File: config.mk
export PLATFORM = sky130hd
export DESIGN_NAME = opll_bus_writer_flat
export DESIGN_NICKNAME = d
export VERILOG_FILES = /design/src/rtl/opll_bus_pkg.sv /design/src/rtl/opll_bus_if.sv /design/src/rtl/opll_req_fifo.sv /design/src/rtl/opll_bus_writer.sv /design/src/flat_wrapper.sv
export SDC_FILE = /design/constraint.sdc
export NUM_CORES = 1
export LEC_CHECK = 0
export ABC_CLOCK_PERIOD_IN_PS = 4400
export CELL_PAD_IN_SITES_DETAIL_PLACEMENT = 1
export CELL_PAD_IN_SITES_GLOBAL_PLACEMENT = 1
export CORE_MARGIN = 3
export CORE_UTILIZATION = 48
export CTS_CLUSTER_SIZE = 28
export DETAILED_ROUTE_END_ITERATION = 8
export PLACE_DENSITY = 0.79
export RECOVER_POWER = 25
export SLEW_MARGIN = 20
export SYNTH_ARGS = -nofsm -noshare
export SYNTH_HDL_FRONTEND = slang
export SYNTH_HIERARCHICAL = 1
export SYNTH_SLANG_ARGS = --single-unit
File: constraint.sdc
create_clock -name clk -period 4.4 [get_ports clk]
set_input_delay 0.44 -clock clk [delete_from_list [all_inputs] [get_ports clk]]
set_output_delay 0.44 -clock clk [all_outputs]
set_load 0.02 [all_outputs]
File: src/rtl/opll_bus_pkg.sv
// opll_bus_pkg: shared types and default timing for the OPLL bus writer.
//   state_t    - writer FSM states (IDLE, address phase, data phase)
//   opll_req_t - one queued register write {addr, data}
//   DEF_*      - default FIFO depth and bus timing in clk cycles
package opll_bus_pkg;
    typedef enum logic [3:0] {
        IDLE, A_SETUP, A_STROBE, A_HOLD, A_WAIT, D_SETUP, D_STROBE, D_HOLD, D_WAIT
    } state_t;
    localparam int DEF_FIFO_DEPTH = 4;
    localparam int DEF_SETUP_CYC  = 1;
    localparam int DEF_STROBE_CYC = 2;
    localparam int DEF_ADDR_WAIT  = 12;
    localparam int DEF_DATA_WAIT  = 84;
    typedef struct packed {
        logic [7:0] addr;
        logic [7:0] data;
    } opll_req_t;
endpackage

File: src/rtl/opll_bus_if.sv
// opll_bus_if: valid/ready request port carrying one OPLL register write.
//   valid - request present (master -> slave)
//   ready - slave can accept (slave -> master)
//   addr  - OPLL register index
//   data  - value to write
interface opll_bus_if;
    logic       valid;
    logic       ready;
    logic [7:0] addr;
    logic [7:0] data;
    modport master (output valid, addr, data, input ready);
    modport slave  (input valid, addr, data, output ready);
endinterface

File: src/rtl/opll_req_fifo.sv
// opll_req_fifo: synchronous FIFO of opll_req_t with flush.
//   clk, rst_n   - clock, asynchronous active-low reset
//   push, wdata  - enqueue (ignored when full or flushing)
//   pop, rdata   - dequeue; rdata shows the head entry
//   flush        - empty the FIFO this cycle, discarding any push
//   full, empty  - status
//   level        - number of queued entries
module opll_req_fifo
    import opll_bus_pkg::*;
#(
    parameter int DEPTH = DEF_FIFO_DEPTH,
    localparam int LW = $clog2(DEPTH) + 1
) (
    input  logic      clk,
    input  logic      rst_n,
    input  logic      push,
    input  logic      pop,
    input  logic      flush,
    input  opll_req_t wdata,
    output opll_req_t rdata,
    output logic      full,
    output logic      empty,
    output logic [LW-1:0] level
);
    localparam int AW = $clog2(DEPTH);
    opll_req_t mem [DEPTH];
    logic [AW-1:0] wp, rp;
    logic do_push, do_pop;
    assign do_push = push && !full && !flush;
    assign do_pop  = pop && !empty && !flush;
    assign full    = level == LW'(DEPTH);
    assign empty   = level == '0;
    assign rdata   = mem[rp];
    always_ff @(posedge clk or negedge rst_n) begin
        if (!rst_n) begin
            wp    <= '0;
            rp    <= '0;
            level <= '0;
        end else if (flush) begin
            wp    <= '0;
            rp    <= '0;
            level <= '0;
        end else begin
            if (do_push) wp <= wp + 1'b1;
            if (do_pop) rp <= rp + 1'b1;
            level <= level + LW'(do_push) - LW'(do_pop);
        end
    end
    always_ff @(posedge clk) begin
        if (do_push) mem[wp] <= wdata;
    end
endmodule

File: src/rtl/opll_bus_writer.sv
// opll_bus_writer: replays queued (register, value) requests as YM2413 address+data bus writes.
//   clk, rst_n  - clock (same as OPLL core), asynchronous active-low reset
//   req         - valid/ready request port (slave side)
//   flush       - drop queued requests not yet started
//   busy        - FSM active or requests queued
//   fifo_level  - queued entries
//   opll_din, opll_a0, opll_cs_n, opll_wr_n - registered OPLL CPU bus
module opll_bus_writer
    import opll_bus_pkg::*;
#(
    parameter int FIFO_DEPTH = DEF_FIFO_DEPTH,
    parameter int SETUP_CYC  = DEF_SETUP_CYC,
    parameter int STROBE_CYC = DEF_STROBE_CYC,
    parameter int ADDR_WAIT  = DEF_ADDR_WAIT,
    parameter int DATA_WAIT  = DEF_DATA_WAIT
) (
    input  logic                        clk,
    input  logic                        rst_n,
    opll_bus_if.slave                   req,
    input  logic                        flush,
    output logic                        busy,
    output logic [$clog2(FIFO_DEPTH):0] fifo_level,
    output logic [7:0]                  opll_din,
    output logic                        opll_a0,
    output logic                        opll_cs_n,
    output logic                        opll_wr_n
);
    localparam int M1   = SETUP_CYC > STROBE_CYC ? SETUP_CYC : STROBE_CYC;
    localparam int M2   = ADDR_WAIT > DATA_WAIT ? ADDR_WAIT : DATA_WAIT;
    localparam int MAXD = M1 > M2 ? M1 : M2;
    localparam int CW   = $clog2(MAXD + 1) > 7 ? $clog2(MAXD + 1) : 7;
    state_t state, st_n;
    logic [CW-1:0] cnt, cnt_n;
    opll_req_t head;
    logic [7:0] data_q;
    logic full, empty, pop;
    function automatic logic [CW-1:0] dur_m1(state_t s);
        return (s == A_SETUP || s == D_SETUP)   ? CW'(SETUP_CYC - 1)  :
               (s == A_STROBE || s == D_STROBE) ? CW'(STROBE_CYC - 1) :
               s == A_WAIT                      ? CW'(ADDR_WAIT - 1)  :
               s == D_WAIT                      ? CW'(DATA_WAIT - 1)  : '0;
    endfunction
    assign req.ready = !full;
    assign busy      = state != IDLE || !empty;
    opll_req_fifo #(.DEPTH(FIFO_DEPTH)) u_fifo (
        .clk   (clk),
        .rst_n (rst_n),
        .push  (req.valid && req.ready),
        .pop   (pop),
        .flush (flush),
        .wdata ('{addr: req.addr, data: req.data}),
        .rdata (head),
        .full  (full),
        .empty (empty),
        .level (fifo_level)
    );
    // States run in enum order; each one lasts until the down-counter hits zero.
    always_comb begin
        st_n  = state;
        cnt_n = cnt - 1'b1;
        pop   = 1'b0;
        if (state == IDLE) begin
            cnt_n = '0;
            if (!empty && !flush) begin
                pop   = 1'b1;
                st_n  = A_SETUP;
                cnt_n = dur_m1(A_SETUP);
            end
        end else if (cnt == '0) begin
            st_n  = state == D_WAIT ? IDLE : state_t'(state + 1'b1);
            cnt_n = dur_m1(st_n);
        end
    end
    // Bus outputs are registered from the next state so they line up with the state register.
    always_ff @(posedge clk or negedge rst_n) begin
        if (!rst_n) begin
            state     <= IDLE;
            cnt       <= '0;
            data_q    <= '0;
            opll_din  <= '0;
            opll_a0   <= 1'b0;
            opll_cs_n <= 1'b1;
            opll_wr_n <= 1'b1;
        end else begin
            state     <= st_n;
            cnt       <= cnt_n;
            opll_cs_n <= !(st_n inside {A_SETUP, A_STROBE, A_HOLD, D_SETUP, D_STROBE, D_HOLD});
            opll_wr_n <= !(st_n inside {A_STROBE, D_STROBE});
            if (pop) begin
                data_q   <= head.data;
                opll_din <= head.addr;
                opll_a0  <= 1'b0;
            end else if (state == A_WAIT && st_n == D_SETUP) begin
                opll_din <= data_q;
                opll_a0  <= 1'b1;
            end
        end
    end
endmodule
File: src/flat_wrapper.sv
// flat-port wrapper written by rule: the top's interface ports become plain ports
module opll_bus_writer_flat import opll_bus_pkg::*;
#(
    parameter int FIFO_DEPTH = DEF_FIFO_DEPTH,
    parameter int SETUP_CYC  = DEF_SETUP_CYC,
    parameter int STROBE_CYC = DEF_STROBE_CYC,
    parameter int ADDR_WAIT  = DEF_ADDR_WAIT,
    parameter int DATA_WAIT  = DEF_DATA_WAIT
)
  (clk, rst_n, flush, busy, fifo_level, opll_din, opll_a0, opll_cs_n, opll_wr_n, req_valid, req_addr, req_data, req_ready);
  opll_bus_if req_i ();
  input  logic clk;
  input  logic rst_n;
  input  logic flush;
  output logic busy;
  output logic [$clog2(FIFO_DEPTH):0] fifo_level;
  output logic [7:0] opll_din;
  output logic opll_a0;
  output logic opll_cs_n;
  output logic opll_wr_n;
  input wire logic [$bits(req_i.valid)-1:0] req_valid;
  input wire logic [$bits(req_i.addr)-1:0] req_addr;
  input wire logic [$bits(req_i.data)-1:0] req_data;
  output wire logic [$bits(req_i.ready)-1:0] req_ready;
  assign req_i.valid = req_valid;
  assign req_i.addr = req_addr;
  assign req_i.data = req_data;
  assign req_ready = req_i.ready;
  opll_bus_writer #(.FIFO_DEPTH(FIFO_DEPTH), .SETUP_CYC(SETUP_CYC), .STROBE_CYC(STROBE_CYC), .ADDR_WAIT(ADDR_WAIT), .DATA_WAIT(DATA_WAIT)) u_core (.clk(clk), .rst_n(rst_n), .req(req_i), .flush(flush), .busy(busy), .fifo_level(fifo_level), .opll_din(opll_din), .opll_a0(opll_a0), .opll_cs_n(opll_cs_n), .opll_wr_n(opll_wr_n));
endmodule
==> run_results.csv <==
group,metric,value,unit
drt,avgRoutedWirePerCell,18.9,um
sta,clock.fmax,271,MHz
sta,skew,0.0143,ns
drt,drt_pre_antenna_iters,4,
worst_setup_path,crit_fanout,20,
pwr,cellLeakagePower,1.88,nW
die,fp.coreArea,8890,sq um
sta,setup_viol,0,
pwr,pwr-share-seq,49.0,%
place,dp_hpwl,5780,um
pwr,irDropWorstVdd,0.207,mV
sta,relSlewSlack,-37.3,%
clock_tree,cts_tree,"built",
sta,holdWs,0.494,ns
die,die_y,103,um
cells_and_area,final_area,5010,sq um
global_routing,grt_usage,17.9,%
cells_and_area,final_cell_mix,"64 x edfxtp_1, 34 x dfrtp_1, 30 x nand2_1",
die,initial_utilization,50.3,%
sta,worst_pin_slew,2.06,ns
synthesis,avgSynthCellArea,14.4,sq um
clock_tree,cts.clk_slew.worst_paths,0.11,ns
drt,via_per_inst,5.56,
min_path,hold_start,"u_core/data_q[1]",
run_status,outcome,"complete, but fails checks",
die,boundaryPins,36,
synthesis,yosysWarnings,6,
worst_setup_path,cp.required,4.65,ns
place,portBuffers,35,
synthesis,synth_top_area_share,42.9,%
die,chipWidth,103,um
place,dpl-instance-area,4820,sq um
clock_tree,hold_buffers,0,
global_routing,antenna_found_initial,0,
cells_and_area,layout-drive-gt1-share,10.7,%
run,cap_violations,1,
global_routing,grt_max_degree,38,
die,dieArea,10500,sq um
pwr,combPwrFrac,29.9,%
place,pre_cts_ws,0.750,ns
pwr,netSwitchingFraction,34.7,%
pwr,p_sw,0.000921,W
clock_tree,clock-sinks,101,
clock_tree,cts_buffers,9,
synthesis,syn_inst,310,
sta,rsz0062_at_grt,"no",
cells_and_area,antenna_cells,0,
place,finalWeightedCongestion,0.760,
global_routing,grt_pass1_wl,14000,um
worst_setup_path,arrival,3.94,ns
worst_setup_path,criticalPathCategory,"reg2reg",
drt,final_antenna_net_count,0,
synthesis,async_flop_share,36.6,%
clock_tree,cts_max_path_buffers,2,
synthesis,yosys.area.top_type,"edfxtp_1",
sta,tns,0,ns
worst_setup_path,r2r-start,"u_core/state[0]",
die,row_count,34,
sta,fin_crit,3.69,ns
drt,drcViolationCount,0,
synthesis,ys_seq_area_share,63.7,%
global_routing,overflow,0,
pwr,p_int,0.00173,W
sta,setup_ws,0.712,ns
clock_tree,clockRootBuffer,"clkbuf_8",
synthesis,syn_nets,342,
worst_setup_path,crit_path_start,"u_core/state[0]",
synthesis,synth_edf_count,64,
run_status,violations,"max-capacitance violations, max-slew violations",
cells_and_area,final_common_cell,"edfxtp_1",
drt,routed_wl,8570,um
global_routing,grt_pass1_vias,2719,
synthesis,synth_cell_types,52,
cells_and_area,final_util,56.3,%
sta,hold_violations,0,
clock_tree,post_cts_buffers,0,
clock_tree,clkLatencyLatePin,0.37,ns
worst_setup_path,endpoint_kind,"flip-flop",
clock_tree,cts_max_level,3,
min_path,hold_path.class,"reg2reg",
pwr,cellPowerDensity,530,nW/um^2
clock_tree,ctsResizeCount,0,
synthesis,ys_top_cells_by_area,"edfxtp_1 43%, dfrtp_1 20%, mux4_2 4.5%, mux4_1 4.1%, ha_1 3.1%",
worst_setup_path,startpoint_type,"flip-flop",
cells_and_area,syn_to_final_growth,11.9,%
cells_and_area,fillers,863,
cells_and_area,fin_nets,373,
sta,period_share,83.8,%
synthesis,synth_area,4480,sq um
drt,dr.first_iter.drc_count,52,
sta,report.final.slew_viol_count,38,
pwr,clock_power_share,21.1,%
drt,dr_total_vias,2526,
synthesis,synth-main-ff-cell,"edfxtp_1",
synthesis,ys_ff_latch,101,
==> kinds of logic after synthesis <==
| family | after synthesis | share of synthesized area, % |
|---|---|---|
| flip-flops | 101 | 63.7 |
| buffers and inverters | 33 | 4.84 |
| AND/OR/NAND/NOR | 88 | 9.81 |
| adder cells (fa/ha/maj) | 12 | 3.52 |
| multiplexers | 20 | 9.56 |
| AO/OA/AOI/OAI | 47 | 6.82 |
| XOR/XNOR | 9 | 1.76 |
==> final cells by class <==
cell class / count / area [sq um] / share of cell area (%)
Tap cell: 108 / 135 / 2.70
Clock inverter: 7 / 67.6 / 1.35
Timing Repair Buffer: 36 / 352 / 7.02
Clock buffer: 9 / 124 / 2.47
Inverter: 17 / 71.3 / 1.42
Multi-Input combinational cell: 176 / 1410 / 28.1
Sequential cell: 101 / 2850 / 56.9
==> cells in the mapped netlist, types with 3 or more instances <==
cell type and n:
a31oi_1 10, xnor2_1 5, buf_6 4, mux4_1 7
and2_1 6, mux2i_1 3, inv_1 15, or3_1 3
edfxtp_1 64, o21ai_0 9, nor2_1 26, dfrtp_1 35
buf_2 4, nor3_1 5, ha_1 11, nor2b_1 5
a21oi_1 14, xor2_1 4, mux4_2 9, clkbuf_1 3
nand2_1 30
==> power by group through the flow <==
stage               combinational, W  clock (W)  sequential [W]
finish                      0.000794   0.000560         0.00130
global route                0.000883   0.000620         0.00133
global placement            0.000769          0         0.00131
CTS                         0.000807   0.000582         0.00130
detailed placement          0.000797          0         0.00132
floorplan                   0.000525          0         0.00134
==> stage by stage <==
| step | power, W | instances |
|---|---|---|
| after floorplan | 0.00186 | 310 |
| after global placement | 0.00208 | 438 |
| after detailed placement | 0.00212 | 438 |
| after CTS | 0.00269 | 454 |
| after global routing | 0.00283 | 454 |
| final | 0.00266 | 454 |
==> state kept, by name, indices dropped and copies added (netlist names) <==
| name | flops |
|---|---|
| u_core/opll_wr_n | 1 |
| u_core/u_fifo/mem | 64 |
| u_core/u_fifo/rp | 2 |
| u_core/opll_din | 8 |
| u_core/state | 4 |
| u_core/opll_cs_n | 1 |
| u_core/u_fifo/level | 3 |
| u_core/cnt | 7 |
| u_core/opll_a0 | 1 |
| u_core/u_fifo/wp | 2 |
| u_core/data_q | 8 |
==> worst max-delay path, cell delays in order, from the launching register on <==
cell and delay [ns]:
dfrtp_1 0.50, inv_1 0.10, ha_1 0.24, or3b_1 0.51, or3_1 0.67, inv_8 0.25, o31ai_1 0.13, nor2_1 0.12
ha_1 0.24, inv_1 0.06, ha_1 0.13, inv_1 0.05, fa_1 0.37, xnor2_1 0.16, nor2_1 0.05
==> metal layers <==
| layer | share of wire (%) | track usage, % | routed length, um |
|---|---|---|---|
| met5 | 0 | 0 | 0 |
| met4 | 1.9 | 7.97 | 160 |
| met3 | 3.0 | 3.38 | 259 |
| met2 | 49 | 28.7 | 4230 |
| met1 | 46 | 24.1 | 3920 |
==> worst paths after layout <==
check | to | slack (ns) | cells past startpoint
hold reg to reg | u_core/data_q[1] | 0.49 | 2
min in group asynchronous | u_core/cnt[4] | 0.65 | 1
setup reg to reg | u_core/u_fifo/level[2] | 0.71 | 14
max in group asynchronous | u_core/u_fifo/rp[0] | 2.41 | 1
setup / recovery | u_core/u_fifo/level[2] | 0.71 | 14
hold / removal | u_core/data_q[1] | 0.49 | 2
(Power assumes the default switching activity.)
